`src/rtl/spi_result_bridge.sv`:
```
// spi_result_bridge: packs completed measurements into 32-bit frames, queues them in a
// small result FIFO for the SPI slave write port, and decodes SPI command words into a
// mode-select register and a FIFO clear request.
// Build option: define SPI_RESULT_WR_TIMEOUT_EN to re-pulse wren_o when the slave does
// not acknowledge a write within WR_TIMEOUT cycles.
module spi_result_bridge #(
    parameter int unsigned FIFO_DEPTH = 4,
    parameter int unsigned WR_TIMEOUT = 255
) (
    input  logic        clk_i,
    input  logic        rst_i,
    input  logic        done_i,
    input  logic [15:0] count_i,
    input  logic [2:0]  range_sel_i,
    input  logic        ref_sign_i,
    input  logic        range_error_i,
    input  logic        sat_hi_i,
    input  logic        sat_lo_i,
    input  logic        ref_ok_i,
    input  logic        di_req_i,
    input  logic        wr_ack_i,
    input  logic        do_valid_i,
    input  logic [31:0] do_i,
    output logic [31:0] di_o,
    output logic        wren_o,
    output logic        irq_o,
    output logic [1:0]  mode_sel_o
);

    localparam int unsigned AW = $clog2(FIFO_DEPTH);
    localparam int unsigned CW = AW + 1;
    localparam logic [7:0] OP_MODE  = 8'hA5;
    localparam logic [7:0] OP_CLEAR = 8'h5A;

    // One queued result: sequence tag, state-machine/analog flags, counter value
    typedef struct packed {
        logic [2:0]  seq;
        logic [7:0]  flags;
        logic [15:0] count;
    } entry_t;

    typedef enum logic { ST_WRITE = 1'b0, ST_LOADED = 1'b1 } state_t;

    entry_t        r_mem [FIFO_DEPTH];
    logic [AW-1:0] r_wptr;
    logic [AW-1:0] r_rptr;
    logic [CW-1:0] r_cnt;
    logic [2:0]    r_seq;
    logic          r_ovf;
    logic          r_irq;
    logic [1:0]    r_mode;
    logic          r_di_req_d;
    state_t        r_state;
    logic          r_wren;
    logic [31:0]   r_di;

    logic [7:0]    w_flags;
    logic          w_clear;
    logic          w_mode_cmd;
    logic          w_full;
    logic          w_empty;
    logic          w_rise;
    logic          w_pop;
    logic          w_push;
    logic          w_drop;
    logic [CW-1:0] w_cnt_nxt;
    entry_t        w_head;
    logic [3:0]    w_lvl_raw;
    logic [2:0]    w_lvl;
    logic [31:0]   w_idle_frame;
    logic [31:0]   w_clear_frame;
    logic [31:0]   w_head_frame;
    logic          w_unused;

`ifdef SPI_RESULT_WR_TIMEOUT_EN
    localparam int unsigned TW = $clog2(WR_TIMEOUT + 1);
    logic [TW-1:0] r_to_cnt;
    assign w_unused = ^do_i[23:2];
`else
    assign w_unused = ^{do_i[23:2], 32'(WR_TIMEOUT)};
`endif

    assign w_flags    = {ref_sign_i, range_sel_i, range_error_i, sat_hi_i, sat_lo_i, ref_ok_i};
    assign w_clear    = do_valid_i && (do_i[31:24] == OP_CLEAR);
    assign w_mode_cmd = do_valid_i && (do_i[31:24] == OP_MODE);
    assign w_full     = (r_cnt == CW'(FIFO_DEPTH));
    assign w_empty    = (r_cnt == '0);
    assign w_rise     = di_req_i && !r_di_req_d;

    // A valid frame leaves the FIFO only when its write is acknowledged
    assign w_pop      = (r_state == ST_WRITE) && r_wren && wr_ack_i && r_di[31] && !w_clear;
    // A pop in the same cycle frees the slot a push into a full FIFO needs
    assign w_push     = done_i && !w_clear && (!w_full || w_pop);
    assign w_drop     = done_i && !w_clear && w_full && !w_pop;
    assign w_cnt_nxt  = w_clear ? '0 : (r_cnt + CW'(w_push) - CW'(w_pop));

    assign w_head     = r_mem[r_rptr];
    assign w_lvl_raw  = 4'(r_cnt) - 4'd1;
    assign w_lvl      = w_lvl_raw[3] ? 3'd7 : w_lvl_raw[2:0];

    assign w_idle_frame  = {4'b0, w_flags, r_ovf, 3'b0, 16'h0000};
    assign w_clear_frame = {4'b0, w_flags, 1'b0, 3'b0, 16'h0000};
    assign w_head_frame  = {1'b1, w_head.seq, w_head.flags, r_ovf, w_lvl, w_head.count};

    // Result storage; contents are only meaningful between the pointers
    always_ff @(posedge clk_i) begin
        if (w_push) begin
            r_mem[r_wptr] <= {r_seq, w_flags, count_i};
        end
    end

    // FIFO pointers, level, sequence counter, sticky overflow and interrupt
    always_ff @(posedge clk_i) begin
        if (rst_i) begin
            r_wptr <= '0;
            r_rptr <= '0;
            r_cnt  <= '0;
            r_seq  <= '0;
            r_ovf  <= 1'b0;
            r_irq  <= 1'b0;
        end else begin
            r_cnt <= w_cnt_nxt;
            r_irq <= (w_cnt_nxt != '0);
            if (w_clear) begin
                r_wptr <= '0;
                r_rptr <= '0;
                r_seq  <= '0;
                r_ovf  <= 1'b0;
            end else begin
                if (w_push) begin
                    r_wptr <= r_wptr + AW'(1);
                    r_seq  <= r_seq + 3'd1;
                end
                if (w_pop) begin
                    r_rptr <= r_rptr + AW'(1);
                end
                if (w_drop) begin
                    r_ovf <= 1'b1;
                end else if (w_pop && r_di[19]) begin
                    r_ovf <= 1'b0;
                end
            end
        end
    end

    // Command register and data-request edge detector
    always_ff @(posedge clk_i) begin
        if (rst_i) begin
            r_mode     <= 2'b00;
            r_di_req_d <= 1'b0;
        end else begin
            r_di_req_d <= di_req_i;
            if (w_mode_cmd) begin
                r_mode <= do_i[1:0];
            end
        end
    end

    // Slave write handshake: hold a frame in WRITE until acked, reload on data request
    always_ff @(posedge clk_i) begin
        if (rst_i) begin
            r_state  <= ST_WRITE;
            r_wren   <= 1'b1;
            r_di     <= '0;
`ifdef SPI_RESULT_WR_TIMEOUT_EN
            r_to_cnt <= '0;
`endif
        end else begin
            case (r_state)
                ST_WRITE: begin
                    if (w_clear && r_di[31]) begin
                        // Queued result was flushed; offer an idle frame instead
                        r_di     <= w_clear_frame;
`ifdef SPI_RESULT_WR_TIMEOUT_EN
                        r_to_cnt <= '0;
`endif
                    end
`ifdef SPI_RESULT_WR_TIMEOUT_EN
                    else if (!r_wren) begin
                        r_wren   <= 1'b1;
                        r_to_cnt <= '0;
                    end
`endif
                    else if (wr_ack_i) begin
                        r_state <= ST_LOADED;
                        r_wren  <= 1'b0;
                    end
`ifdef SPI_RESULT_WR_TIMEOUT_EN
                    else if (r_to_cnt == TW'(WR_TIMEOUT - 1)) begin
                        r_wren   <= 1'b0;
                        r_to_cnt <= '0;
                    end else begin
                        r_to_cnt <= r_to_cnt + TW'(1);
                    end
`endif
                end
                ST_LOADED: begin
                    if (w_rise) begin
                        r_state <= ST_WRITE;
                        r_wren  <= 1'b1;
`ifdef SPI_RESULT_WR_TIMEOUT_EN
                        r_to_cnt <= '0;
`endif
                        if (w_clear) begin
                            r_di <= w_clear_frame;
                        end else if (w_empty) begin
                            r_di <= w_idle_frame;
                        end else begin
                            r_di <= w_head_frame;
                        end
                    end
                end
            endcase
        end
    end

    assign di_o       = r_di;
    assign wren_o     = r_wren;
    assign irq_o      = r_irq;
    assign mode_sel_o = r_mode;

endmodule
```
`config.mk`:
```
export PLATFORM = sky130hd
export DESIGN_NAME = spi_result_bridge
export DESIGN_NICKNAME = d
export VERILOG_FILES = /design/src/rtl/spi_result_bridge.sv
export SDC_FILE = /design/constraint.sdc
export NUM_CORES = 1
export LEC_CHECK = 0
export ABC_AREA = 1
export CAP_MARGIN = 40
export CELL_PAD_IN_SITES_DETAIL_PLACEMENT = 0
export CELL_PAD_IN_SITES_GLOBAL_PLACEMENT = 1
export CORE_UTILIZATION = 45
export CTS_BUF_LIST = sky130_fd_sc_hd__clkbuf_8 sky130_fd_sc_hd__clkbuf_16
export DETAILED_ROUTE_END_ITERATION = 10
export GPL_TIMING_DRIVEN = 0
export PLACE_DENSITY_LB_ADDON = 0.1
export RECOVER_POWER = 50
export SYNTH_ARGS = -nofsm -noshare
export SYNTH_HDL_FRONTEND = slang
export SYNTH_SLANG_ARGS = --single-unit
```
`constraint.sdc`:
```
create_clock -name clk_i -period 4.65 [get_ports clk_i]
set_clock_uncertainty 0.2 [all_clocks]
set_input_delay 1.395 -clock clk_i [delete_from_list [all_inputs] [get_ports clk_i]]
set_output_delay 1.395 -clock clk_i [all_outputs]
set_load 0.01 [all_outputs]
```
Yosys cells after proc, flatten, opt, wreduce, memory -nomap -nowiden

Memory sizes are Yosys's and may differ from the RTL's. A register that Yosys moved wholly into a read port is not among the register bits.
Index checks and enable logic that the tools add are counted.

$add $sub $neg: 6
Reduce and logical (&&, ||, !) cells: 24
Mux-type cells: 21
Bitwise operators: 1
Eq/ne operators: 7

Operators by type and width:

| kind                                                                     | count |
|---|---|
| 32-bit two-way mux                                                       | 4 |
| 32-bit case mux with 2 select lines                                      | 1 |
| 1-bit logical AND                                                        | 13 |
| 1-bit two-way mux                                                        | 10 |
| 8-bit by 7-bit equality test with 1-bit output (second input constant)   | 1 |
| 8-bit equality test (second input constant)                              | 1 |
| 3-bit two-way mux                                                        | 2 |
| 2-bit by 1-bit adder with 2-bit output (second input constant)           | 2 |
| 1-bit logical NOT                                                        | 4 |
| 2-bit two-way mux                                                        | 2 |
| 2-bit by 1-bit inequality test with 1-bit output (second input constant) | 2 |
| 2-bit inequality test (second input constant)                            | 2 |
| 1-bit case mux with 2 select lines                                       | 2 |
| 3-bit by 1-bit subtractor with 4-bit output (second input constant)      | 1 |
| 3-bit by 1-bit adder with 3-bit output                                   | 1 |
| 3-bit by 1-bit adder with 3-bit output (second input constant)           | 1 |
| 3-bit equality test (second input constant)                              | 1 |
| 3-bit logical NOT                                                        | 1 |
| 3-bit AND reduction                                                      | 1 |
| 3-bit nonzero test                                                       | 1 |
| 3-bit by 1-bit subtractor with 3-bit output                              | 1 |
| 2-bit AND reduction                                                      | 1 |
| 2-bit nonzero test                                                       | 1 |
| 2-bit OR reduction                                                       | 1 |
| other kinds (2)                                                          | 2 |

Output and inout port bits: 36
Memories kept: 1
RAM bits: 108
Register bits: 49
Bits of input ports: 62
Word-level logic and storage cells: 71

Memory list:

| name  | words | bits a word | rd ports | clocked after memory_dff | write ports | RTL line | RTL |
|---|---|---|---|---|---|---|---|
| r_mem | 4     | 27          | 1        | 1                        | 1           | 44       | `entry_t r_mem [FIFO_DEPTH];` |

Depth between registers and ports, before layout

Depth after elaboration: 11
Gate-level depth with buffers: 13

Worst setup path before layout

OpenSTA, ideal clock, no wires.

Path kind: input to register
From: input port do_i[24]
To: memory r_mem[0][0] in the netlist's numbering, enable pin
Required time: 4,039 ps
Buffers on the path: 0
Setup slack: 977 ps
Cell stages on the path: 6
Library setup time: 411 ps
Data arrival time: 3,062 ps
Cell sequence: inv_1 -> nand2_1 -> nor2_1 -> nand3_2 -> o211ai_2 -> nor2_1

Word-level cells in the longest chain between the ends: 8
Elaborated cells on any way between the ends: 9
Those cells by class: eq/ne: 1; mux: 2; reduce/logical: 6

Ends and longest elaborated chain:

| item                                               | RTL line | RTL |
|---|---|---|
| start, declared                                    | 23       | `input logic [31:0] do_i,` |
| 8-bit by 7-bit equality test with 1-bit output (*) | 84       | `assign w_clear = do_valid_i && (do_i[31:24] == OP_CLEAR);` |
| 1-bit logical AND (*)                              | 84       |  |
| 1-bit logical NOT (*)                              | 91, 93   |  |
| 1-bit logical AND                                  | 91       | `assign w_pop = (r_state == ST_WRITE) && r_wren && wr_ack_i && r_di[31] && !w_clear;` |
| 1-bit logical OR                                   | 93       | `assign w_push = done_i && !w_clear && (!w_full \|\| w_pop);` |
| 1-bit logical AND (*)                              | 93       |  |
| 1-bit two-way mux (*)                              | 107      | `if (w_push) begin` |
| 1-bit two-way mux (implied by the code) (*)        | 108      | `r_mem[r_wptr] <= {r_seq, w_flags, count_i};` |
| end, declared                                      | 44       |  |

Mark *: on every way between the ends. The rest lies on a longest branch, timed or not.

Worst setup path in the final report

From: input port do_i[27]
To: register r_irq, in the netlist irq_o

Word-level cells in the longest chain between the ends: 10
Elaborated cells on any way between the ends: 11
Those cells by class: add/sub: 2; eq/ne: 1; mux: 1; reduce/logical: 7

Ends and longest elaborated chain:

| item                                               | RTL line | RTL |
|---|---|---|
| 8-bit by 7-bit equality test with 1-bit output (*) | 84       |  |
| 1-bit logical AND (*)                              | 84       |  |
| 1-bit logical NOT                                  | 91, 93   |  |
| 1-bit logical AND                                  | 91       |  |
| 1-bit logical OR                                   | 93       |  |
| 1-bit logical AND                                  | 93       |  |
| 3-bit by 1-bit adder with 3-bit output             | 95       | `assign w_cnt_nxt = w_clear ? '0 : (r_cnt + CW'(w_push) - CW'(w_pop));` |
| 3-bit by 1-bit subtractor with 3-bit output        | 95       |  |
| 3-bit two-way mux (*)                              | 95       |  |
| 3-bit nonzero test (*)                             | 123      | `r_irq <= (w_cnt_nxt != '0);` |
| end signal, assigned                               | 123      |  |
| end, declared                                      | 50       | `logic r_irq;` |

Marked as above.
A chain may end at the register's enable or synchronous reset.

==> impl_metrics.json <==
{
  "wirelength_um": 15710,
  "vias": 5206,
  "drive_gt1_frac": 0.1114,
  "slowest_delay_ns": 0.58,
  "hold_viol_final": 0,
  "clk_latency_ns": 0.42,
  "cp-endpoint": "irq_o$_SDFF_PP0_",
  "path_depth": 12,
  "p_per_area_mw_per_mm2": 419.5,
  "grt_max_degree": 18,
  "dp.cells": 1060,
  "cts_made_buffers": 17,
  "final_max_slew_viol_count": 0,
  "critical_path_buf_inv_count": 3,
  "critical_path.top_delay_family": "adder cells",
  "syn_area_mm2": 0.007119,
  "cp-end-kind": "flop",
  "ff2ff_setup_slack_ns": 1.66,
  "first_iter_violations": 273,
  "r2r_end": "irq_o$_SDFF_PP0_",
  "fin_cells": 1091,
  "hpwl_um": 11010,
  "grt_antenna_before_repair": 0,
  "reg2reg_depth": 11,
  "final_util": 0.5761,
  "setup-violations-final": 0,
  "diodes": 0,
  "syn_avg_cell_area_um2": 9.234,
  "die_x_um": 127.8,
  "timing.final.crit_share": 0.8841,
  "startpoint_type": "input port",
  "clock-sinks": 159,
  "yosys.area.top_type": "edfxtp_1",
  "syn_inst": 771,
  "core_area_mm2": 0.01531,
  "ctsResizeCount": 0,
  "synth_area_leaders": "edfxtp_1 (46%), dfxtp_1 (14%), nand2_1 (11%)",
  "crit_fanout": 10,
  "final_nets": 942,
  "crit_slowest_cell": "dlygate4sd3_1",
  "synth.distinct_cells": 34,
  "grt_pass1_vias": 4863,
  "startpoint": "do_i[27]",
  "first_pass_iters": 5,
  "gp_congestion": 0.7788,
  "synthFlopType": "edfxtp_1",
  "htree_levels": 4,
  "synth_enable_flop_cells": 108,
  "dieHeight_um": 127.8,
  "outcome": "finished, final reports clean",
  "reg2reg_from": "r_cnt[1]$_SDFF_PP0_",
  "hold_path.class": "flop to flop",
  "synth_top_cell_area_share": 0.4555,
  "criticalPathCategory": "input port to flop",
  "worstMarginPinSlew_ns": 0.7406,
  "area_delta_synth_final_pct": 23.92,
  "postCtsSetupRepairBufs": 0,
  "rows": 45,
  "io-pin-count": 98,
  "overflow": 0,
  "drc": 0,
  "cts_max_path_buffers": 2,
  "root_buffer": "clkbuf_16",
  "crit_arrival_ns": 4.20,
  "drv_cap": 0,
  "tritoncts": "done",
  "yosys_warnings": 0,
  "grtUsageTotal": 0.2036,
  "relSlewSlack": 0.5048,
  "required_ns": 4.74,
  "viasPerCell": 4.772,
  "irDropWorstVdd_mv": 0.3014,
  "dieArea_mm2": 0.01633,
  "async_flop_share": 0,
  "syn_nets": 845,
  "postRouteAntennaNets": 0,
  "clock.fmax_mhz": 243.2,
  "clk_pin_slew_ns": 0.06,
  "start_util": 0.4649,
  "routedWlPerCell_um": 14.40,
  "cts_hold_buf": 0,
  "rsz0062_at_grt": "false",
  "period_needed_ns": 4.111,
  "crit_chain": "dlygate4sd3_1 > nand2_1 > nor2_1 > nand3_1 > o211ai_2 > ha_1 > inv_1 > ha_1 > inv_1 > fa_1 > xnor2_1 > a31oi_1",
  "io_buffer_count": 74,
  "grt_pass1_wl_um": 24890,
  "ys_seq_area_frac": 0.5989,
  "leakage_nw": 3.737,
  "ys_ff_latch": 159
}
worst reg2reg max path, cell delays in order (launching register included):
cell	delay (ns)
dfxtp_1	0.33
inv_1	0.12
ha_1	0.18
nand2_1	0.08
o211ai_2	0.63
ha_1	0.35
inv_1	0.06
ha_1	0.14
inv_1	0.05
fa_1	0.37
xnor2_1	0.23
a31oi_1	0.12
cells in the final DEF (no fill, tap or decap), types with 2 or more instances in the layout:
| master | netlist | final |
|---|---|---|
| inv_2 | 4 | 4 |
| nand2_2 | 23 | 21 |
| buf_2 | 15 | 13 |
| a21oi_2 | 21 | 18 |
| nor2_1 | 49 | 46 |
| a21oi_1 | 22 | 25 |
| nor2_4 | 1 | 4 |
| buf_16 | 0 | 4 |
| clkbuf_16 | 0 | 17 |
| dfxtp_1 | 51 | 51 |
| clkinv_1 | 1 | 3 |
| nand2_1 | 218 | 220 |
| clkdlybuf4s50_1 | 0 | 32 |
| inv_1 | 121 | 125 |
| buf_1 | 7 | 6 |
| buf_6 | 3 | 2 |
| nand4_1 | 2 | 2 |
| clkinv_2 | 0 | 3 |
| edfxtp_1 | 108 | 108 |
| nand3_1 | 91 | 92 |
| ha_1 | 11 | 11 |
| dlygate4sd3_1 | 0 | 42 |
| clkbuf_1 | 5 | 9 |
| bufinv_16 | 0 | 4 |
| nor2_2 | 2 | 2 |
| nor4_1 | 2 | 2 |
cell type report:
class / instances / area, um2
clock buffer: 18 / 439.2
fill: 1391 / 6492
clock inverter: 13 / 157.7
multi-input combinational: 455 / 2222
inverter: 126 / 473.0
timing repair buffer: 78 / 850.8
sequential: 159 / 4264
buffer: 31 / 151.4
tap: 211 / 264.0
synthesized netlist by cell type (7+ instances only):
master / n
nor2_1: 49
nand2_2: 23
a21oi_1: 22
buf_1: 7
buf_2: 15
nand3_1: 91
nand2_1: 218
edfxtp_1: 108
inv_1: 121
a21oi_2: 21
ha_1: 11
dfxtp_1: 51
flip-flops by register name, summed over array words and instances (netlist names), named ones only:
register    cells
r_di_req_d      1
mode_sel_o      2
irq_o           1
di_o           32
r_mem         108
r_seq           3
r_rptr          2
r_state         1
r_cnt           3
wren_o          1
r_wptr          2
r_ovf           1
per-layer routing:
layer  vias to the layer above  track usage  part of all wire
met2                       132       0.3408              0.48
met5                         -            0                 0
met4                         0      0.06782             0.013
met3                        17      0.03923             0.048
met1                      2405       0.2659              0.46
li1                       2652            -                 -
power by group:
group	leakage, nW	switching [mW]	internal (mW)
clock network	0.309	0.527	0.894
logic	2.02	0.373	0.222
registers	1.41	0.0426	1.64
kinds of logic (layout without fill, tap and decap cells):
family / after synthesis / after routing / share of synthesized area
AOI/OAI and AO/OA: 49 / 49 / 0.04851
xor gates and xnor gates: 2 / 2 / 0.002461
adders and majority gates: 12 / 12 / 0.02214
buffers and inverters: 157 / 266 / 0.08910
DFF: 159 / 159 / 0.5989
and+or+nand+nor: 392 / 392 / 0.2388
worst min path at each step:
| stage | depth (start not counted) | endpoint | from |
|---|---|---|---|
| 3_3_place_gp | 2 | mode_sel_o[0]$_SDFFE_PP0P_ | mode_sel_o[0]$_SDFFE_PP0P_ |
| 6_report | 2 | mode_sel_o[0]$_SDFFE_PP0P_ | mode_sel_o[0]$_SDFFE_PP0P_ |
| 2_1_floorplan | 2 | di_o[19]$_SDFFE_PP0P_ | r_ovf$_SDFFE_PP0P_ |
| 3_5_place_dp | 2 | di_o[7]$_SDFFE_PP0P_ | di_o[7]$_SDFFE_PP0P_ |
| 5_1_grt | 2 | mode_sel_o[0]$_SDFFE_PP0P_ | mode_sel_o[0]$_SDFFE_PP0P_ |
| 4_1_cts | 2 | di_o[7]$_SDFFE_PP0P_ | di_o[7]$_SDFFE_PP0P_ |
metrics by stage:
step / setup slack, ns / total power [mW] / setup TNS [ns] / cell area (um2) / hold slack [ns]
floorplan: 0.9775 / 2.084 / 0 / 7119 / 0.2434
global placement: -0.6359 / 2.273 / -67.56 / 8124 / 0.2488
detailed placement: 0.3262 / 2.322 / 0 / 8264 / 0.2575
CTS: 0.7313 / 3.733 / 0 / 8861 / 0.2671
global route: 0.4049 / 3.863 / 0 / 8822 / 0.2796
finish: 0.5389 / 3.701 / 0 / 8822 / 0.2589
Power figures use the tool's default switching activity.
